==> src/rtl/uart_rx_fifo_pkg.sv <==
// Shared constants and helpers for the uart receive FIFO.
package uart_rx_fifo_pkg;

  localparam int unsigned UART_DATA_WIDTH   = 8;
  localparam int unsigned RXFIFO_DEPTH_LOG2 = 4;
  localparam int unsigned ERR_COUNT_WIDTH   = 8;

  // Saturating increment for the receive-error counter.
  function automatic logic [ERR_COUNT_WIDTH-1:0] sat_inc(input logic [ERR_COUNT_WIDTH-1:0] v);
    return (v == '1) ? v : v + ERR_COUNT_WIDTH'(1);
  endfunction

endpackage

==> src/rtl/uart_rx_fifo_mem.sv <==
// Simple dual-port storage: synchronous write, asynchronous read.
module uart_rx_fifo_mem #(
  parameter int unsigned ADDR_W = 4,
  parameter int unsigned DATA_W = 8
) (
  input  logic              clk,
  input  logic              we,
  input  logic [ADDR_W-1:0] waddr,
  input  logic [DATA_W-1:0] wdata,
  input  logic [ADDR_W-1:0] raddr,
  output logic [DATA_W-1:0] rdata
);

  localparam int unsigned DEPTH = 1 << ADDR_W;

  logic [DATA_W-1:0] mem [DEPTH];

  always_ff @(posedge clk) begin
    if (we) mem[waddr] <= wdata;
  end

  assign rdata = mem[raddr];

endmodule

==> src/rtl/uart_rx_fifo.sv <==
// Receive-side elastic buffer for the uart: FWFT byte FIFO with occupancy,
// sticky overflow and a saturating framing-error count.
module uart_rx_fifo
  import uart_rx_fifo_pkg::*;
#(
  parameter int unsigned DEPTH_LOG2 = RXFIFO_DEPTH_LOG2,
  parameter int unsigned DATA_WIDTH = UART_DATA_WIDTH
) (
  input  logic                       clk,
  input  logic                       rst,
  input  logic                       received,
  input  logic [DATA_WIDTH-1:0]      rx_byte,
  input  logic                       recv_error,
  input  logic                       clear,
  input  logic                       pop,
  output logic [DATA_WIDTH-1:0]      rd_data,
  output logic                       rd_valid,
  output logic                       full,
  output logic [DEPTH_LOG2:0]        count,
  output logic                       overflow,
  output logic [ERR_COUNT_WIDTH-1:0] err_count
);

  localparam int unsigned PTR_W = DEPTH_LOG2 + 1;

  logic [PTR_W-1:0]      wr_ptr;
  logic [PTR_W-1:0]      rd_ptr;
  logic [DATA_WIDTH-1:0] mem_rdata;
  logic                  empty;
  logic                  pop_ok;
  logic                  push_ok;
  logic                  drop;

  // Flags come only from the registered pointers; the extra MSB separates full from empty.
  assign empty    = (wr_ptr == rd_ptr);
  assign full     = (wr_ptr[DEPTH_LOG2-1:0] == rd_ptr[DEPTH_LOG2-1:0]) &&
                    (wr_ptr[DEPTH_LOG2] != rd_ptr[DEPTH_LOG2]);
  assign count    = wr_ptr - rd_ptr;
  assign rd_valid = !empty;

  // A pop on a full FIFO frees the slot the same-cycle push lands in.
  assign pop_ok  = pop && !empty;
  assign push_ok = received && (!full || pop_ok);
  assign drop    = received && full && !pop_ok;

  uart_rx_fifo_mem #(
    .ADDR_W (DEPTH_LOG2),
    .DATA_W (DATA_WIDTH)
  ) u_mem (
    .clk   (clk),
    .we    (push_ok && !clear),
    .waddr (wr_ptr[DEPTH_LOG2-1:0]),
    .wdata (rx_byte),
    .raddr (rd_ptr[DEPTH_LOG2-1:0]),
    .rdata (mem_rdata)
  );

  // Empty FIFO reads as zero so stale memory never shows after reset or clear.
  assign rd_data = rd_valid ? mem_rdata : '0;

  always_ff @(posedge clk or posedge rst) begin
    if (rst) begin
      wr_ptr    <= '0;
      rd_ptr    <= '0;
      overflow  <= 1'b0;
      err_count <= '0;
    end else if (clear) begin
      wr_ptr    <= '0;
      rd_ptr    <= '0;
      overflow  <= 1'b0;
      err_count <= '0;
    end else begin
      if (push_ok)    wr_ptr    <= wr_ptr + PTR_W'(1);
      if (pop_ok)     rd_ptr    <= rd_ptr + PTR_W'(1);
      if (drop)       overflow  <= 1'b1;
      if (recv_error) err_count <= sat_inc(err_count);
    end
  end

endmodule
==> config.mk <==
export PLATFORM = sky130hd
export DESIGN_NAME = uart_rx_fifo
export DESIGN_NICKNAME = d
export VERILOG_FILES = /design/src/rtl/uart_rx_fifo_pkg.sv /design/src/rtl/uart_rx_fifo_mem.sv /design/src/rtl/uart_rx_fifo.sv
export SDC_FILE = /design/constraint.sdc
export NUM_CORES = 1
export LEC_CHECK = 0
export BUFFER_PORTS_ARGS = -buffer_cell sky130_fd_sc_hd__buf_4
export CAP_MARGIN = 5
export CORE_ASPECT_RATIO = 0.7
export CORE_MARGIN = 5
export CORE_UTILIZATION = 45
export CTS_CLUSTER_SIZE = 16
export DETAILED_ROUTE_END_ITERATION = 8
export PLACE_DENSITY_LB_ADDON = 0.25
export SLEW_MARGIN = 20
export SYNTH_ARGS = -nofsm -noshare
export SYNTH_HDL_FRONTEND = slang
export SYNTH_SLANG_ARGS = --single-unit
==> constraint.sdc <==
create_clock -name clk -period 4.66 [get_ports clk]
set_input_delay 0.932 -clock clk [delete_from_list [all_inputs] [get_ports clk]]
set_output_delay 0.932 -clock clk [all_outputs]
set_load 0.02 [all_outputs]
; Yosys cells after proc, flatten, opt, wreduce, memory -nomap -nowiden
; Memory sizes are Yosys's and may differ from the RTL's.
; Cells that the tools add are included.
[classes]
addsub = 4
eq_ne = 5
n_mux = 12
n_reduce_logical = 16
[ops]
columns = operator, count
row1 = $mux 8, 4
row2 = $mux 5, 4
row3 = $add 5x1->5 const B, 2
row4 = $add 8x1->8 const B, 1
row5 = $eq 8x8->1 const B, 1
row6 = $reduce_bool 2->1, 4
row7 = $logic_and 1x1->1, 6
row8 = $eq 5x5->1, 1
row9 = $sub 5x5->5, 1
row10 = $eq 4x4->1, 1
row11 = $logic_not 1->1, 4
row12 = $mux 1, 4
row13 = $ne 2x2->1 const B, 1
row14 = $reduce_and 2->1, 1
row15 = $logic_or 1x1->1, 1
row16 = $ne 1x1->1, 1
[totals]
reg_bits = 19
ram_bits = 128
in_bits = 14
output_inout_bits = 24
wordCells = 42
memories = 1
[mem_list]
columns = memory, depth, word_bits, rd, rd_clocked_by_memory_dff, write_ports, line
row1 = u_mem.mem, 16, 8, 1, 0, 1, uart_rx_fifo_mem.sv:16  ; logic [DATA_W-1:0] mem [DEPTH];

; Depth between registers and ports, before layout
[depth]
ltp_word = 8
ltp_mapped = 11
mapped_depth_nobuf = 7

; Cells and area by module
; From an unflattened synthesis, not the netlist that was laid out.
[unflattened]
hier_cells = 350
area_unflattened_um2 = 6184.7
[modules_own_cells]
columns = mod, instances, cells_each, area_each_um2, seq_area_each_um2
row1 = uart_rx_fifo_mem, 1, 221, 4987.3, 3843.7
row2 = uart_rx_fifo, 1, 129, 1197.4, 475.5

; Least setup slack after synthesis
; Ideal clock, no wire load.
[synth_timing]
path_type = flip-flop to output port
startpoint = reg rd_ptr[1]
endpoint = out rd_data[0]
arrival_time_ns = 2.457
t_required_ns = 3.728
slack_ns = 1.271
path_stages_with_launch = 12
path_buffers = 5
path_cell_list = dfrtp_1 > buf_6 > buf_6 > buf_6 > buf_4 > inv_1 > ha_1 > and4_1 > clkbuf_1 > nand2_1 > o21ai_0 > a21oi_1
[synth_between]
elab_chain_len = 2
elab_cells_between_ends = 3
classes_between = eq/ne: 1 / mux: 1 / memory: 1
[synth_lines]
columns = item, line
row1 = "start, declared", uart_rx_fifo.sv:27  ; logic [PTR_W-1:0] rd_ptr;
row2 = "start signal, assigned", uart_rx_fifo.sv:74  ; if (pop_ok) rd_ptr <= rd_ptr + PTR_W'(1);
row3 = $mem_v2 16x8 or $eq 5x5->1 (tied branches), n/a
row4 = $mux 8 *, uart_rx_fifo.sv:59  ; assign rd_data = rd_valid ? mem_rdata : '0;
row5 = "end, declared", uart_rx_fifo.sv:16  ; output logic [DATA_WIDTH-1:0] rd_data,
; Mark *: on every way between the ends. The rest lies on a longest branch, timed or not.

; Worst setup path after layout
[layout_timing]
startpoint = reg rd_ptr[1]
endpoint = out rd_data[3]
; The elaborated chain is that of the path after synthesis.

==> run summary <==
gpl congestion - 0.804
CP Class - register to output pin
Max Clock Freq - 0.263 GHz
clock network fraction of design power - 41.4%
# hold bufs at CTS - 0
WP data arrival - 2870 ps
crit path max fanout - 23
M1 WL - 6040 µm
share of layout cells above drive strength 1 - 27.1%
adder-cell share of the synthesized area - 2.33%
routed vias/inst - 5.43
Sw Ratio - 24.0%
starting density of the core - 45.3%
first-pass GRT wire length - 20000 µm
Yosys cell types - 38
antenna violations before repair - 0
CP cell instances - buf_4 -> mux4_2 -> mux2_2 -> o21ai_0 -> a21oi_1 -> buf_4
Rows - 36
Mapped Cells - 357
Peak supply drop - 0.000215 V
CTS Sinks - 147
Setup Fix Bufs, Post-CTS - 0
sequential cell area fraction in the yosys report - 69.4%
Synth Warn # - 0
Worst slew margin - 48.2%
Post-DRT Antenna Nets - 0
count leader, synth - edfxtp_1
Resize count post-CTS - 0
total of max-cap violations - 0
Syn Area/Cell - 17.4 µm²
top sig layer - met4
switching power - 787 µW
core area - 0.0137 mm²
# IOs - 38
pin count of the biggest net entering global routing - 27
crit path time final - 3800 ps
Static Leak - 0.00254 µW
Int Power - 2490 µW
Via Count - 3282
CTS tree - done
FF/Latch Area - 0.00432 mm²
pwr/cell area - 451 mW/mm²
Routed WL - 12800 µm
Root Buffer - clkbuf_16
synthesized net count - 382
Final Hold Vio Count - 0
Compound-Gate Fraction of Synth Area - 3.72%
Clock Latency Late Sink - 410 ps
flops & latches, synth - 147
clk slew on worst S/H paths - 60 ps
most used cell, CP - buf_4
largest cells by area after synthesis - edfxtp_1, mux4_2, dfrtp_1, mux2i_1, ha_1
setup TNS - 0 ps
routed length per instance - 21.2 µm
H-tree Lvls - 4
# diodes - 0
Synth area leader - edfxtp_1
Die X - 151 µm
final setup fails - 0
height of the die - 108 µm
fin cells - 604
main flop type after synthesis - edfxtp_1
Multi-input gate area - 0.00176 mm²
initial DRC count - 257
CTS max path bufs - 2
sequential power share - 44.6%
vias in the first global route - 3339
Slew @ Worst Pin - 776 ps
Post-synth EDFFs - 128
Final period util - 81.5%
drt pass-1 iters - 5
CP required - 3730 ps
Mapped Area - 0.00622 mm²
Tightest Hold Check Type - register to register
Commonest cells post-synth - edfxtp_1, mux4_2, dfrtp_1, nor2_1, a21oi_1
critical path startpoint category - register
DRC viols - 0
simple-gate share of the synthesized area - 5.59%
pre-CTS WS - 1280 ps
Final Max Tran Viols - 0
async set-reset flop share out of synthesis - 12.9%
GRT Resource Usage Total - 17.0%
Worst path max stage delay - 590 ps
Yosys top cell area share - 61.8%
CP endpoint kind - output pin
metal3 WL - 791 µm
largest family of logic cells by synthesized area - multiplexers
worst setup margin - 861 ps
multiplexer area fraction after synthesis - 14.6%
CTS buffer count - 17
Comb pwr share - 14.0%
RSZ-0062 raised after global routing - no
XOR/XNOR share of the synthesized area - 2.09%
IO Port Bufs - 37
Final Skew - 9.44 ps
DP HPWL - 8270 µm
die area - 0.0163 mm²
CP max stage cell - dfrtp_2
outcome - completed
area grow syn2layout - 16.8%
Final nets - 426
DP Cell Count - 572
length of routed met2 wiring - 5860 µm
# fillers - 1099
grt ovf - 0
==> metrics by stage <==
stage	hold WS, ps	power [µW]	util [%]	cell area (µm²)
global placement	482	1950	48.6	6670
CTS	519	3310	52.9	7260
detailed placement	506	1950	48.6	6670
finish	513	3280	52.9	7260
global route	583	3410	52.9	7260
floorplan	585	1800	-	6220
==> state kept, by name, summed over array words and instances, names as in the netlist <==
signal     count
u_mem.mem    128
err_count      8
rd_ptr         5
wr_ptr         5
overflow       1
==> power groups by stage <==
stage	Combinational, µW	Clock, µW	Sequential [µW]
after floorplan	316	0	1490
final	459	1360	1460
after detailed placement	465	0	1490
after global routing	502	1440	1460
after global placement	462	0	1490
after CTS	466	1380	1460
==> cells by family (layout without fill, tap and decap cells) <==
logic type,count (synthesis),after routing
muxes,51,51
DFF,147,147
buffers and inverters,28,85
and+or+nand+nor,67,67
xor gates and xnor gates,14,14
AOI/OAI and AO/OA,39,39
adders and majority gates,11,11
==> path summary, 6_finish.rpt <==
| kind | start | endpoint | slack (ps) | depth (start not counted) |
|---|---|---|---|---|
| max in group asynchronous | rst | rd_ptr[1] | 3450 | 2 |
| hold reg to reg | overflow | overflow | 510 | 2 |
| setup / recovery | rd_ptr[1] | rd_data[3] | 860 | 6 |
| setup reg to reg | rd_ptr[2] | u_mem.mem[0][0] | 1820 | 7 |
| hold / removal | overflow | overflow | 510 | 2 |
| min in group asynchronous | rst | rd_ptr[2] | 670 | 2 |
==> per-layer routing <==
metal	track usage [%]	up-vias
li1	-	1492
met1	25.5	1695
met2	24.2	85
met3	3.85	10
met4	6.53	0
met5	0	-
==> cell usage in the layout, fill, tap and decap left out, types with 5 or more instances in the layout <==
master and count:
a21oi_1 17, and2_1 12, and3_1 6, buf_4 41
clkbuf_16 17, dfrtp_1 18, edfxtp_1 128, ha_1 10
inv_1 11, mux2_2 7, mux2i_1 13, mux4_2 31
nand2_1 6, nand3_1 6, nand4_1 7, nor2_1 19
nor3_1 5, o21ai_0 10, xnor2_1 8, xor2_1 5
==> layout make-up <==
type | count | share of cell area [%]
Timing Repair Buffer | 41 | 4.24
Inverter | 12 | 0.620
Clock buffer | 18 | 5.91
Tap cell | 190 | 3.27
Multi-Input combinational cell | 182 | 24.3
Sequential cell | 147 | 59.5
Clock inverter | 14 | 2.24
==> worst max-delay path: cells and delay by family, from the launching register on <==
kind                   cells  cell delay, ps
flip-flops                 1             590
buffers and inverters      2             610
AO/OA/AOI/OAI              2             400
multiplexers               2             840
(Power assumes the default switching activity.)
